`src/rtl/fp_sub_seq_if.sv`:
```
// Request/result bundle between a controller and the sequential FP subtractor.
// Latency: none, wires only.
// Backpressure: the subtractor holds busy high while an operation is in flight; start is ignored then.
interface fp_sub_seq_if;
    logic        start;
    logic [31:0] a;
    logic [31:0] b;
    logic        busy;
    logic        done;
    logic [31:0] result;
    logic        ovf;

    modport master (
        output start, a, b,
        input  busy, done, result, ovf
    );

    modport slave (
        input  start, a, b,
        output busy, done, result, ovf
    );
endinterface

```
`src/rtl/fp_sub_seq.sv`:
```
// Multi-cycle IEEE-754 single subtractor (a - b), truncating, denormals flushed; one-bit shifts per cycle.
// Latency: done rises after accept edge + 3 + align shifts + norm shifts; specials after 2 edges.
// Backpressure: busy is high from accept until done; start while busy is dropped, start with done is accepted.
module fp_sub_seq #(
    parameter int ALIGN_CAP = 26
) (
    input  logic         clk,
    input  logic         rst_n,
    fp_sub_seq_if.slave  bus
);

    localparam int CW = $clog2(ALIGN_CAP + 1);

    typedef enum logic [2:0] {IDLE, UNPACK, ALIGN, SUB, NORM, PACK} state_t;

    state_t          state, state_nxt;

    logic [31:0]     a_r, b_r;
    logic            sign_r;        // sign of the larger-magnitude operand
    logic            zsign_r;       // sign used when the difference is exactly zero
    logic            eff_sub_r;
    logic [8:0]      exp_r;         // one spare bit so overflow to 255 is visible
    logic [23:0]     mx_r;
    logic [26:0]     ym_r;          // mantissa, guard, round, sticky
    logic [27:0]     mant_r;        // carry, mantissa, guard, round, sticky
    logic [CW-1:0]   cnt_r;
    logic            spec_r;
    logic [31:0]     spec_val_r;
    logic [31:0]     result_r;
    logic            ovf_r;
    logic            done_r;

    // unpack decode signals
    logic            sa, sb, sx;
    logic [7:0]      ea, eb, ex, ey, diff;
    logic [22:0]     fa, fb;
    logic [23:0]     ma, mb, mx_c, my_c;
    logic            a_nan, b_nan, a_inf, b_inf, swap;
    logic            spec_c;
    logic [31:0]     spec_val_c;
    logic [CW-1:0]   d_c;
    logic [27:0]     sum_c;

    assign bus.busy   = (state != IDLE);
    assign bus.done   = done_r;
    assign bus.result = result_r;
    assign bus.ovf    = ovf_r;

    // Operand decode: flip b, flush denormals, order by magnitude, detect specials.
    always_comb begin
        sa    = a_r[31];
        sb    = ~b_r[31];
        ea    = a_r[30:23];
        eb    = b_r[30:23];
        fa    = (ea == 8'd0) ? 23'd0 : a_r[22:0];
        fb    = (eb == 8'd0) ? 23'd0 : b_r[22:0];
        ma    = (ea == 8'd0) ? 24'd0 : {1'b1, fa};
        mb    = (eb == 8'd0) ? 24'd0 : {1'b1, fb};
        a_nan = (ea == 8'hFF) && (a_r[22:0] != 23'd0);
        b_nan = (eb == 8'hFF) && (b_r[22:0] != 23'd0);
        a_inf = (ea == 8'hFF) && (a_r[22:0] == 23'd0);
        b_inf = (eb == 8'hFF) && (b_r[22:0] == 23'd0);
        swap  = {eb, fb} > {ea, fa};
        sx    = swap ? sb : sa;
        ex    = swap ? eb : ea;
        ey    = swap ? ea : eb;
        mx_c  = swap ? mb : ma;
        my_c  = swap ? ma : mb;
        diff  = ex - ey;
        d_c   = ({1'b0, diff} >= 9'(ALIGN_CAP)) ? CW'(ALIGN_CAP) : diff[CW-1:0];
        spec_c = a_nan | b_nan | a_inf | b_inf;
        if (a_nan || b_nan || (a_inf && b_inf && (sa != sb)))
            spec_val_c = 32'h7FC0_0000;
        else if (a_inf)
            spec_val_c = {sa, 8'hFF, 23'd0};
        else
            spec_val_c = {sb, 8'hFF, 23'd0};
    end

    // Single mantissa add/subtract; X is never smaller than Y so no borrow out.
    always_comb begin
        sum_c = eff_sub_r ? ({1'b0, mx_r, 3'b000} - {1'b0, ym_r})
                          : ({1'b0, mx_r, 3'b000} + {1'b0, ym_r});
    end

    // State register.
    always_ff @(posedge clk or negedge rst_n) begin
        if (!rst_n) state <= IDLE;
        else        state <= state_nxt;
    end

    // Next-state sequencing.
    always_comb begin
        state_nxt = state;
        case (state)
            IDLE:   if (bus.start) state_nxt = UNPACK;
            UNPACK: begin
                if (spec_c)               state_nxt = PACK;
                else if (d_c != '0)       state_nxt = ALIGN;
                else                      state_nxt = SUB;
            end
            ALIGN:  if (cnt_r == CW'(1)) state_nxt = SUB;
            SUB: begin
                if (sum_c == 28'd0)                 state_nxt = PACK;
                else if (sum_c[27] || !sum_c[26])   state_nxt = NORM;
                else                                state_nxt = PACK;
            end
            NORM: begin
                // carry fixes in one step; a left shift ends on a leading one or exponent underflow
                if (mant_r[27] || exp_r == 9'd1 || mant_r[25]) state_nxt = PACK;
            end
            PACK:    state_nxt = IDLE;
            default: state_nxt = IDLE;
        endcase
    end

    // Datapath: operand capture, alignment, subtraction, normalization and result packing.
    always_ff @(posedge clk or negedge rst_n) begin
        if (!rst_n) begin
            a_r        <= '0;
            b_r        <= '0;
            sign_r     <= 1'b0;
            zsign_r    <= 1'b0;
            eff_sub_r  <= 1'b0;
            exp_r      <= '0;
            mx_r       <= '0;
            ym_r       <= '0;
            mant_r     <= '0;
            cnt_r      <= '0;
            spec_r     <= 1'b0;
            spec_val_r <= '0;
            result_r   <= '0;
            ovf_r      <= 1'b0;
            done_r     <= 1'b0;
        end else begin
            done_r <= 1'b0;
            case (state)
                IDLE: begin
                    if (bus.start) begin
                        a_r <= bus.a;
                        b_r <= bus.b;
                    end
                end
                UNPACK: begin
                    sign_r     <= sx;
                    zsign_r    <= sa & sb;
                    eff_sub_r  <= sa ^ sb;
                    exp_r      <= {1'b0, ex};
                    mx_r       <= mx_c;
                    ym_r       <= {my_c, 3'b000};
                    cnt_r      <= d_c;
                    spec_r     <= spec_c;
                    spec_val_r <= spec_val_c;
                end
                ALIGN: begin
                    ym_r  <= {1'b0, ym_r[26:2], ym_r[1] | ym_r[0]};
                    cnt_r <= cnt_r - CW'(1);
                end
                SUB: begin
                    mant_r <= sum_c;
                end
                NORM: begin
                    if (mant_r[27]) begin
                        mant_r <= {1'b0, mant_r[27:2], mant_r[1] | mant_r[0]};
                        exp_r  <= exp_r + 9'd1;
                    end else begin
                        mant_r <= {mant_r[26:0], 1'b0};
                        exp_r  <= exp_r - 9'd1;
                    end
                end
                PACK: begin
                    done_r <= 1'b1;
                    ovf_r  <= 1'b0;
                    if (spec_r)
                        result_r <= spec_val_r;
                    else if (mant_r == 28'd0)
                        result_r <= {zsign_r, 31'd0};
                    else if (exp_r == 9'd0)
                        result_r <= {sign_r, 31'd0};
                    else if (exp_r >= 9'd255) begin
                        result_r <= {sign_r, 8'hFF, 23'd0};
                        ovf_r    <= 1'b1;
                    end else
                        result_r <= {sign_r, exp_r[7:0], mant_r[25:3]};
                end
                default: ;
            endcase
        end
    end

endmodule
```
`src/flat_wrapper.sv`:
```
// flat-port wrapper written by rule: the top's interface ports become plain ports
module fp_sub_seq_flat 
#(
    parameter int ALIGN_CAP = 26
)
  (clk, rst_n, bus_start, bus_a, bus_b, bus_busy, bus_done, bus_result, bus_ovf);
  fp_sub_seq_if bus_i ();
  input  logic clk;
  input  logic rst_n;
  input wire logic [$bits(bus_i.start)-1:0] bus_start;
  input wire logic [$bits(bus_i.a)-1:0] bus_a;
  input wire logic [$bits(bus_i.b)-1:0] bus_b;
  output wire logic [$bits(bus_i.busy)-1:0] bus_busy;
  output wire logic [$bits(bus_i.done)-1:0] bus_done;
  output wire logic [$bits(bus_i.result)-1:0] bus_result;
  output wire logic [$bits(bus_i.ovf)-1:0] bus_ovf;
  assign bus_i.start = bus_start;
  assign bus_i.a = bus_a;
  assign bus_i.b = bus_b;
  assign bus_busy = bus_i.busy;
  assign bus_done = bus_i.done;
  assign bus_result = bus_i.result;
  assign bus_ovf = bus_i.ovf;
  fp_sub_seq #(.ALIGN_CAP(ALIGN_CAP)) u_core (.clk(clk), .rst_n(rst_n), .bus(bus_i));
endmodule
```
`config.mk`:
```
export PLATFORM = sky130hd
export DESIGN_NAME = fp_sub_seq_flat
export DESIGN_NICKNAME = d
export VERILOG_FILES = /design/src/rtl/fp_sub_seq_if.sv /design/src/rtl/fp_sub_seq.sv /design/src/flat_wrapper.sv
export SDC_FILE = /design/constraint.sdc
export NUM_CORES = 1
export LEC_CHECK = 0
export ABC_AREA = 1
export CORE_ASPECT_RATIO = 1.4
export CORE_MARGIN = 2
export CORE_UTILIZATION = 50
export CTS_CLUSTER_DIAMETER = 80
export CTS_CLUSTER_SIZE = 40
export DETAILED_ROUTE_END_ITERATION = 10
export GPL_TIMING_DRIVEN = 0
export PLACE_DENSITY = 0.72
export REMOVE_ABC_BUFFERS = 1
export SETUP_SLACK_MARGIN = 0.3
export SYNTH_ARGS = -nofsm -noshare
export SYNTH_HDL_FRONTEND = slang
export SYNTH_SLANG_ARGS = --single-unit
```
`constraint.sdc`:
```
create_clock -name clk -period 3.5 [get_ports clk]
set_input_delay 0.875 -clock clk [delete_from_list [all_inputs] [get_ports clk]]
set_output_delay 0.875 -clock clk [all_outputs]
set_load 0.1 [all_outputs]
```
==> key figures, run 1 <==
Outcome
  • Run status: finished, violations left
  • Failing checks: negative setup slack

STA
  • Period minus WS final: 4.09 ns
  • Worst Setup Slack, final: -0.589 ns
  • Fmax: 245 MHz
  • Setup violators final: 59
  • Worst slew margin: 20.2%
  • Final hold vios: 0
  • Slew Limit Fails: 0
  • RSZ-0062 raised after global routing: true
  • Fin crit share: 117%
  • Clock Skew: 0.0373 ns
  • Slew @ Worst Pin: 1.20 ns

Die
  • Die X: 145 um
  • Core Area: 27500 um^2
  • Die Area: 29200 um^2
  • Die height: 201 um
  • Starting Density: 50.6%
  • I/O Pins: 102
  • Row count: 72

Clock tree
  • Clock net sink count: 201
  • CTS tree: done
  • Clock transition at path regs: 0.12 ns
  • Clk_lat worst skew: 0.50 ns
  • H-Tree Depth: 1
  • CTS buffer count: 11
  • CTS root buf: clkbuf_16
  • CTS max path bufs: 3

Synthesis
  • Synth area leaders: dfrtp_1 36%, nand2_1 13%, ha_1 7.9%
  • Synth area leader: dfrtp_1
  • Synth warn: 0
  • Yosys cell types: 52
  • Post-Synthesis Cells: 1980
  • EDFF count, synth: 0
  • Top FF cell, synth: dfrtp_1
  • Sequential area share after synthesis: 36.2%
  • Post-synth top area share: 36.2%
  • Synth async-reset ratio: 100%
  • Cell area after synthesis: 13900 um^2
  • Flops & latches, synth: 201
  • Syn avg cell area: 7.02 um^2

GRT
  • Number of global-route vias before repair: 13739
  • Largest net degree at the start of global routing: 102
  • Initial antenna violation count: 0
  • Global-route wire length before repair: 71600 um
  • Gr usage total: 30.9%
  • Total grt overflow: 0

Cells and area
  • FILL cells: 2539
  • Fin cells: 2451
  • Final net count: 2233
  • Area grow syn2layout: 23.5%
  • # diodes: 0
  • Share of layout cells above drive strength 1: 12.3%
  • Commonest non-fill, non-tap cells in the layout: 449 x nand2_1, 232 x inv_1, 198 x dfrtp_1
  • Commonest non-fill, non-tap cell in the layout: nand2_1

Hold path
  • Hold crit path type: input port to asynchronous set/reset pin

Worst setup path
  • Worst Path Arrival: 4.47 ns
  • CP endpoint kind: flip-flop
  • CP max FO: 5
  • Required time of the critical path: 3.88 ns
  • Setup CP Type: flip-flop to flip-flop
  • Startpoint Class: flip-flop
  • Crit-path slowest cell: or4_4
  • R2r worst-path depth: 29
  • Crit-path max cell delay: 0.55 ns
  • Most used cell along the critical path: nor2_4

Drt
  • Routed Wire Length: 44900 um
  • Drt wl/cell: 18.3 um
  • TritonRoute pass-1 iters: 9
  • Detailed Route Iter0 Violations: 1020
  • Vias: 14005
  • DRC: 0
  • ANT nets after route: 0
  • Via/cell ratio: 5.71

Place
  • IO buf count: 101
  • Gpl congestion: 0.937
  • Placed instance count: 2380
  • Detailed Place HPWL: 29900 um

Job
  • # Max-Cap Violations: 0
## metal layers
| metal | global-route usage (%) | vias up | part of all wire [%] |
|---|---|---|---|
| li1 | - | 6732 | - |
| met1 | 38.7 | 6644 | 40 |
| met2 | 52.5 | 487 | 48 |
| met3 | 3.40 | 142 | 5.9 |
| met4 | 14.8 | 0 | 6.0 |
| met5 | 0 | - | 0 |
## synthesized netlist by cell type, drive strengths merged, types with 6 or more instances
cell type,number
dfrtp,201
o211ai,14
nor4,13
nor2,219
a21oi,137
buf,11
o22ai,13
inv,245
ha,88
o21a,6
nor3,39
clkbuf,68
o21bai,9
o221ai,28
nand4,28
o21ai,210
nand2,493
nand3,82
a21o,6
mux2,15
xor2,13
## final timing paths
kind	start	to	slack (ns)
worst max-delay path	u_core.b_r[24]	u_core.cnt_r[2]	-0.59
worst min-delay path	rst_n	u_core.b_r[14]	0.37
worst max register to register	u_core.b_r[24]	u_core.cnt_r[2]	-0.59
worst min register to register	u_core.spec_val_r[30]	u_core.spec_val_r[30]	0.49
max in group asynchronous	rst_n	u_core.b_r[25]	2.11
min in group clk	u_core.spec_val_r[30]	u_core.spec_val_r[30]	0.49
## state kept, by name, indices dropped and copies added, names as in the netlist, 3 cells and up
signal and count:
u_core.spec_val_r 3, u_core.b_r 32, u_core.mx_r 24, u_core.bus.result 32
u_core.mant_r 28, u_core.a_r 32, u_core.exp_r 9, u_core.cnt_r 5
u_core.state 3, u_core.ym_r 27
## per-stage QoR
step	area, um^2	setup TNS (ns)	setup WS, ns	utilization, %	hold WS (ns)
detailed placement	15200	-64.36	-1.71	55.4	0.457
global route	17200	-18.00	-0.707	62.4	0.444
CTS	16900	-7.34	-0.482	61.6	0.428
finish	17200	-13.62	-0.589	62.4	0.375
floorplan	13600	-148.61	-2.38	-	0.440
global placement	15100	-1995.15	-7.71	54.8	0.456
## cell type report
type | instances | area, um^2 | share of cell area (%)
multi-input cells | 1459 | 8400 | 49.0
flip-flops and latches | 201 | 5040 | 29.4
repair buffers | 158 | 1940 | 11.3
inverters | 246 | 952 | 5.55
well taps | 370 | 463 | 2.70
clock buffers | 11 | 275 | 1.60
clock inverters | 6 | 88.8 | 0.518
## cells by family (layout without fill, tap and decap cells)
logic type	after synthesis	after routing	synth area share, %
AOI/OAI and AO/OA	446	446	18.1
xor gates and xnor gates	15	15	0.946
adders and majority gates	89	89	8.07
buffers and inverters	325	421	8.87
DFF	201	201	36.2
muxes	15	15	1.22
and+or+nand+nor	889	894	26.6
## critical path, delay by kind of cell (launching register included)
kind / cells / cell delay [ns]
AND/OR/NAND/NOR: 21 / 2.26
buffers and inverters: 5 / 0.63
adder cells (fa/ha/maj): 2 / 0.44
flip-flops: 1 / 0.44
AO/OA/AOI/OAI: 1 / 0.19
## repair_timing
item / 4_1_cts / 5_1_grt
gates cloned: 15 / 1
hold buffers: 0 / 0
resized for setup: 219 / 34
endpoints found under the setup margin: 115 / 88
setup buffers: 30 / 8
pin swaps: 84 / 40
Power of run 1 is not shown: default switching activity piles up to over one toggle a cycle in this logic, so the estimate is an artifact.
==> run 2: changes to the inputs <==
--- a/config.mk
+++ b/config.mk
@@ -13,7 +13,7 @@
 export CTS_CLUSTER_SIZE = 40
 export DETAILED_ROUTE_END_ITERATION = 10
 export GPL_TIMING_DRIVEN = 0
-export PLACE_DENSITY = 0.72
+export PLACE_DENSITY_LB_ADDON = 0.08
 export REMOVE_ABC_BUFFERS = 1
 export SETUP_SLACK_MARGIN = 0.3
 export SYNTH_ARGS = -nofsm -noshare
==> key figures, run 2 (synthesis results as in run 1) <==
Outcome
  • Run status: finished, violations left
  • Failing checks: negative setup slack

Worst setup path
  • Worst R2R Start: u_core.b_r[24]
  • Crit-path max cell delay: 0.56 ns (about the same)
  • Critical Path End: u_core.cnt_r[1]
  • Worst Path Arrival: 4.34 ns (-0.13 ns)
  • CP max FO: 6 (+1)
  • Startpoint Class: flip-flop
  • CP endpoint kind: flip-flop
  • R2r worst-path depth: 25 (-14%)
  • R2R Setup Slk: -0.46 ns (+0.13 ns)
  • CP startpoint: u_core.b_r[24]
  • Setup CP Type: flip-flop to flip-flop
  • Crit-path slowest cell: or4_4
  • Required time of the critical path: 3.87 ns (about the same)
  • End of the worst register-to-register path: u_core.cnt_r[1]

Clock tree
  • Clk_lat worst skew: 0.51 ns (about the same)
  • Post-CTS Hold Fix Bufs: 0 (unchanged)
  • CTS buffer count: 11 (unchanged)
  • CTS root buf: clkbuf_16
  • Clock transition at path regs: 0.11 ns (about the same)
  • CTS max path bufs: 3 (unchanged)
  • H-Tree Depth: 1 (unchanged)
  • CTS tree: done
  • Clock net sink count: 201 (unchanged)

Place
  • Placed instance count: 2380 (unchanged)
  • Area after DPL: 15200 um^2 (about the same)
  • Gpl congestion: 0.937 (unchanged)
  • Detailed Place HPWL: 30100 um (+0.60%)
  • IO buf count: 101 (unchanged)

Drt
  • DRC: 0 (unchanged)
  • Routed Wire Length: 42600 um (-5.0%)
  • ANT nets after route: 0 (unchanged)
  • Drt wl/cell: 17.5 um (-4.4%)
  • Vias: 13610 (-2.8%)
  • Via/cell ratio: 5.58 (-2.3%)
  • TritonRoute pass-1 iters: 5 (-4)
  • Detailed Route Iter0 Violations: 918 (-10%)

STA
  • Fmax: 252 MHz (+3.2%)
  • Worst Setup Slack, final: -0.462 ns (+0.126 ns)
  • Fin crit share: 113% (-3.6 points)
  • Slew Limit Fails: 0 (unchanged)
  • Period minus WS final: 3.96 ns (-0.126 ns)
  • Setup violators final: 56 (-5.1%)
  • Final hold vios: 0 (unchanged)
  • Clock Skew: 0.0252 ns (-0.0120 ns)
  • Slew @ Worst Pin: 1.35 ns (+0.158 ns)
  • Setup TNS: -10.99 ns (+2.63 ns)
  • RSZ-0062 raised after global routing: true
  • Worst slew margin: 9.11% (-11 points)

Cells and area
  • Area grow syn2layout: 20.6%
  • Commonest non-fill, non-tap cell in the layout: nand2_1
  • Final net count: 2219 (-0.63%)
  • Util after Layout: 61.0% (-1.4 points)
  • Fin cells: 2437 (-0.57%)
  • Commonest non-fill, non-tap cells in the layout: 442 x nand2_1, 231 x inv_1, 198 x o21ai_0, 198 x dfrtp_1, 191 x nor2_1
  • Share of layout cells above drive strength 1: 10.7% (-1.7 points)
  • Finished Cell Area: 16800 um^2 (-2.3%)
  • FILL cells: 2561 (+0.87%)
  • # diodes: 0 (unchanged)
  • Multi-input combinational cell area: 8320 um^2 (-0.97%)
  • Area occupied by registers: 5040 um^2 (unchanged)

Die
  • Die X: 145 um (unchanged)
  • Die Area: 29200 um^2 (unchanged)
  • I/O Pins: 102 (unchanged)
  • Starting Density: 50.6% (unchanged)
  • Row count: 72 (unchanged)
  • Die height: 201 um (unchanged)
  • Core Area: 27500 um^2 (unchanged)

Job
  • # Max-Cap Violations: 0 (unchanged)

GRT
  • Initial antenna violation count: 0 (unchanged)
  • Number of global-route vias before repair: 12913 (-6.0%)
  • Largest net degree at the start of global routing: 105 (+2.9%)
  • Gr usage total: 29.1% (-1.8 points)
  • Global-route wire length before repair: 67300 um (-5.9%)
  • Total grt overflow: 0 (unchanged)

Hold path
  • Hold crit path type: input port to asynchronous set/reset pin
==> run 2: cell count changes in the layout (fill, tap and decap cells not counted), sizes merged <==
cell / delta
buf: -12
inv: -3
bufinv: +2
nand2: -2
clkbuf: +1
==> run 2: repair_timing <==
action	in CTS	in global routing
setup buffers	27	5
resized for setup	128	53
endpoints found under the hold margin	0	0
endpoints found under the setup margin	115	93
pin swaps	62	54
gates cloned	7	1
==> run 2: cell type report <==
type | instances | area share [%]
clock buffers | 12 | 1.66
clock inverters | 5 | 0.620
well taps | 370 | 2.76
flip-flops and latches | 201 | 30.0
inverters | 246 | 5.60
repair buffers | 146 | 9.67
multi-input cells | 1457 | 49.6
==> run 2: worst min-delay path by stage <==
| stage | from | end |
|---|---|---|
| floorplan | u_core.spec_val_r[30] | u_core.spec_val_r[30] |
| global placement | u_core.spec_val_r[30] | u_core.spec_val_r[30] |
| detailed placement | u_core.spec_val_r[30] | u_core.spec_val_r[30] |
| CTS | rst_n | u_core.mant_r[9] |
| global route | rst_n | u_core.bus.result[11] |
| finish | rst_n | u_core.bus.result[11] |
==> run 2: routing by layer <==
layer  track usage, %  wire length (um)  vias to the layer above
met2             48.7             20600                      391
met3             2.76              2170                       76
met1             38.3             17900                     6445
li1                 -                 -                     6698
met5                0                 0                        -
met4             11.7              1980                        0
==> run 2: per-stage QoR <==
stage               worst slack [ns]  hold WS, ns
floorplan                      -2.38        0.440
global route                  -0.646        0.448
CTS                           -0.446        0.425
global placement               -7.36        0.454
finish                        -0.462        0.367
detailed placement             -1.71        0.457
==> run 2: worst max-delay path: cells and delay by family (launching register included) <==
| family | cells | cell delay, ns |
|---|---|---|
| AO/OA/AOI/OAI | 3 | 0.33 |
| adder cells (fa/ha/maj) | 1 | 0.28 |
| buffers and inverters | 5 | 0.69 |
| flip-flops | 1 | 0.43 |
| AND/OR/NAND/NOR | 16 | 2.11 |
Power of run 2 is left out for the same reason.
==> patch, RTL diff (settings of run 1) <==
The 6 states of `state_t` get a one-hot encoding in 6 bits.
--- a/src/rtl/fp_sub_seq.sv
+++ b/src/rtl/fp_sub_seq.sv
@@ -11,7 +11,7 @@
 
     localparam int CW = $clog2(ALIGN_CAP + 1);
 
-    typedef enum logic [2:0] {IDLE, UNPACK, ALIGN, SUB, NORM, PACK} state_t;
+    typedef enum logic [5:0] {IDLE = 6'b000001, UNPACK = 6'b000010, ALIGN = 6'b000100, SUB = 6'b001000, NORM = 6'b010000, PACK = 6'b100000} state_t;
 
     state_t          state, state_nxt;
 
Behaviour: no difference found for any inputs over 4 cycles, from zero or initial values and one cycle with rst_n low; so few cycles prove little.
==> patch against run 1 <==
The flow still finishes with violations (setup timing). Area after synthesis grew 2.7%. Wire length grew 10%. Sequential cell count grew 3. Setup slack gained 0.24 ns. Global-route usage grew 0.091 points. Design area rose by 5.0%.
Power is not shown: default switching activity piles up to over one toggle a cycle in this logic, so the estimate is an artifact.
==> patch: results (changes against run 1) <==
[global_route]
antenna_found_initial=0  ; unchanged
grt_pass1_wl_um=74300  ; was 71600 µm
grt_start_max_net_pins=108  ; was 102
track_usage=0.310  ; was 0.309
grt_pass1_vias=14200  ; was 13700

[detailed_routing]
via_per_inst=5.84  ; was 5.71
firstDrtPassIters=6  ; was 9
drt-wirelength-per-cell_um=19.6  ; was 18.3 µm
drt_wl_total_um=49400  ; was 44900 µm
drt_iter0_markers=960  ; was 1020

[cells_and_area]
drive_gt1_frac=0.172  ; was 0.123
nNetsFinal=2299  ; was 2233
antenna_cells=0  ; unchanged

[worst_setup_path]
crit_slowest_cell=dfrtp_1  ; was or4_4
reg2reg_depth=31  ; was 29
crit_end=u_core.cnt_r[0]$_DFFE_PN0N_  ; was u_core.cnt_r[2]$_DFFE_PN0P_
cp_max_fo=5  ; unchanged
worst-endpoint-arrival_ns=4.27  ; was 4.47 ns
cp_slowest_stage_delay_ns=0.40  ; was 0.55 ns

[place]
place_congestion=1.00  ; was 0.937
placedCellCount=2404  ; was 2380
dp_hpwl_um=32200  ; was 29900 µm
placed_cell_area_um2=15500  ; was 15200 µm²

[timing]
fin_ws_ns=-0.352  ; was -0.589 ns
finalClockSkew_ns=0.0578  ; was 0.0373 ns
slew_headroom=0.355  ; was 0.202
finalSetupViolCount=15  ; was 59

[cts]
clockBufferDepth=3  ; unchanged
clkLatencyLatePin_ns=0.52  ; was 0.50 ns

[outcome]
violations=setup timing  ; unchanged
status=finished, violations left  ; unchanged

[hold_path]
hold_path.class=input port to async pin  ; unchanged

[yosys]
synth-async-reset-ratio=1.00  ; unchanged
netlist_instances=2007  ; was 1980
synthFlopType=dfrtp_1  ; unchanged
synth_seq_area_share=0.358  ; was 0.362
ys_top_cells_by_count=nand2_1, inv_1, o21ai_0, dfrtp_1, nor2_1  ; was nand2_1, inv_1, nor2_1, o21ai_0, dfrtp_1
yosys_warnings=0  ; unchanged
synth_cell_types=63  ; was 52
synth_area_leaders=dfrtp_1, nand2_1, o21ai_0  ; was dfrtp_1, nand2_1, ha_1

==> patch: cell count changes after synthesis, sizes merged, moves of 6 or more <==
cell    before  now
nor4        13   21
o211ai      14   25
a21oi      137  106
nor2       219  157
o21ai      210  241
inv        245  256
xor2        13   22
buf         11   18
nand3       82   88
nand2      493  522
nand4       28   34
==> patch: worst max-delay path: cells and delay by family (launching register included) <==
family,cells,cell delay (ns)
simple gates,20,1.86
compound gates,2,0.29
flops,1,0.40
fa+ha+maj,1,0.28
buf+inv,8,0.97
==> patch: how the worst min path moves through the flow <==
stage                                   endpoint  slack [ns]
6_report              u_core.b_r[11]$_DFFE_PN0P_        0.33
3_3_place_gp   u_core.spec_val_r[30]$_DFFE_PN0P_        0.46
3_5_place_dp   u_core.spec_val_r[30]$_DFFE_PN0P_        0.46
5_1_grt               u_core.b_r[11]$_DFFE_PN0P_        0.43
4_1_cts              u_core.mx_r[15]$_DFFE_PN0P_        0.40
2_1_floorplan  u_core.spec_val_r[30]$_DFFE_PN0P_        0.44
==> patch: layer usage <==
metal | vias up | global-route usage | part of all wire
li1 | 6927 | - | -
met1 | 6975 | 0.369 | 0.37
met2 | 636 | 0.562 | 0.50
met3 | 178 | 0.0259 | 0.061
met4 | 0 | 0.149 | 0.063
met5 | - | 0 | 0
==> patch: cells by family (layout without fill, tap and decap cells) <==
group	Yosys count	after routing	synth area share
simple gates	877	885	0.264
flops	204	204	0.358
fa+ha+maj	89	89	0.0785
compound gates	460	460	0.184
xor+xnor	24	24	0.0147
buf+inv	342	474	0.0924
mux	11	11	0.00868
==> patch: area by class of cell <==
class / count / area [µm²]
timing repair buffer: 191 / 1940
sequential: 204 / 5110
fill: 2475 / 10200
multi-input combinational: 1469 / 8940
tap: 375 / 469
clock inverter: 5 / 72.6
clock buffer: 12 / 289
inverter: 257 / 1030
timing repair inverter: 9 / 151
==> patch: stage by stage <==
stage | util | setup TNS, ns | setup slack [ns] | hold slack, ns
floorplan | - | -203.22 | -2.57 | 0.440
global placement | 0.546 | -1906.62 | -7.09 | 0.455
detailed placement | 0.551 | -153.06 | -1.91 | 0.464
CTS | 0.612 | -0.218 | -0.0913 | 0.402
global route | 0.638 | -6.21 | -0.526 | 0.433
finish | 0.638 | -2.65 | -0.352 | 0.329
==> patch: timing repair <==
| item | CTS | global route |
|---|---|---|
| gates cloned | 12 | 6 |
| setup endpoints to repair | 161 | 94 |
| pin swaps | 72 | 66 |
| gates resized for setup | 193 | 146 |
| buffers inserted | 59 | 24 |
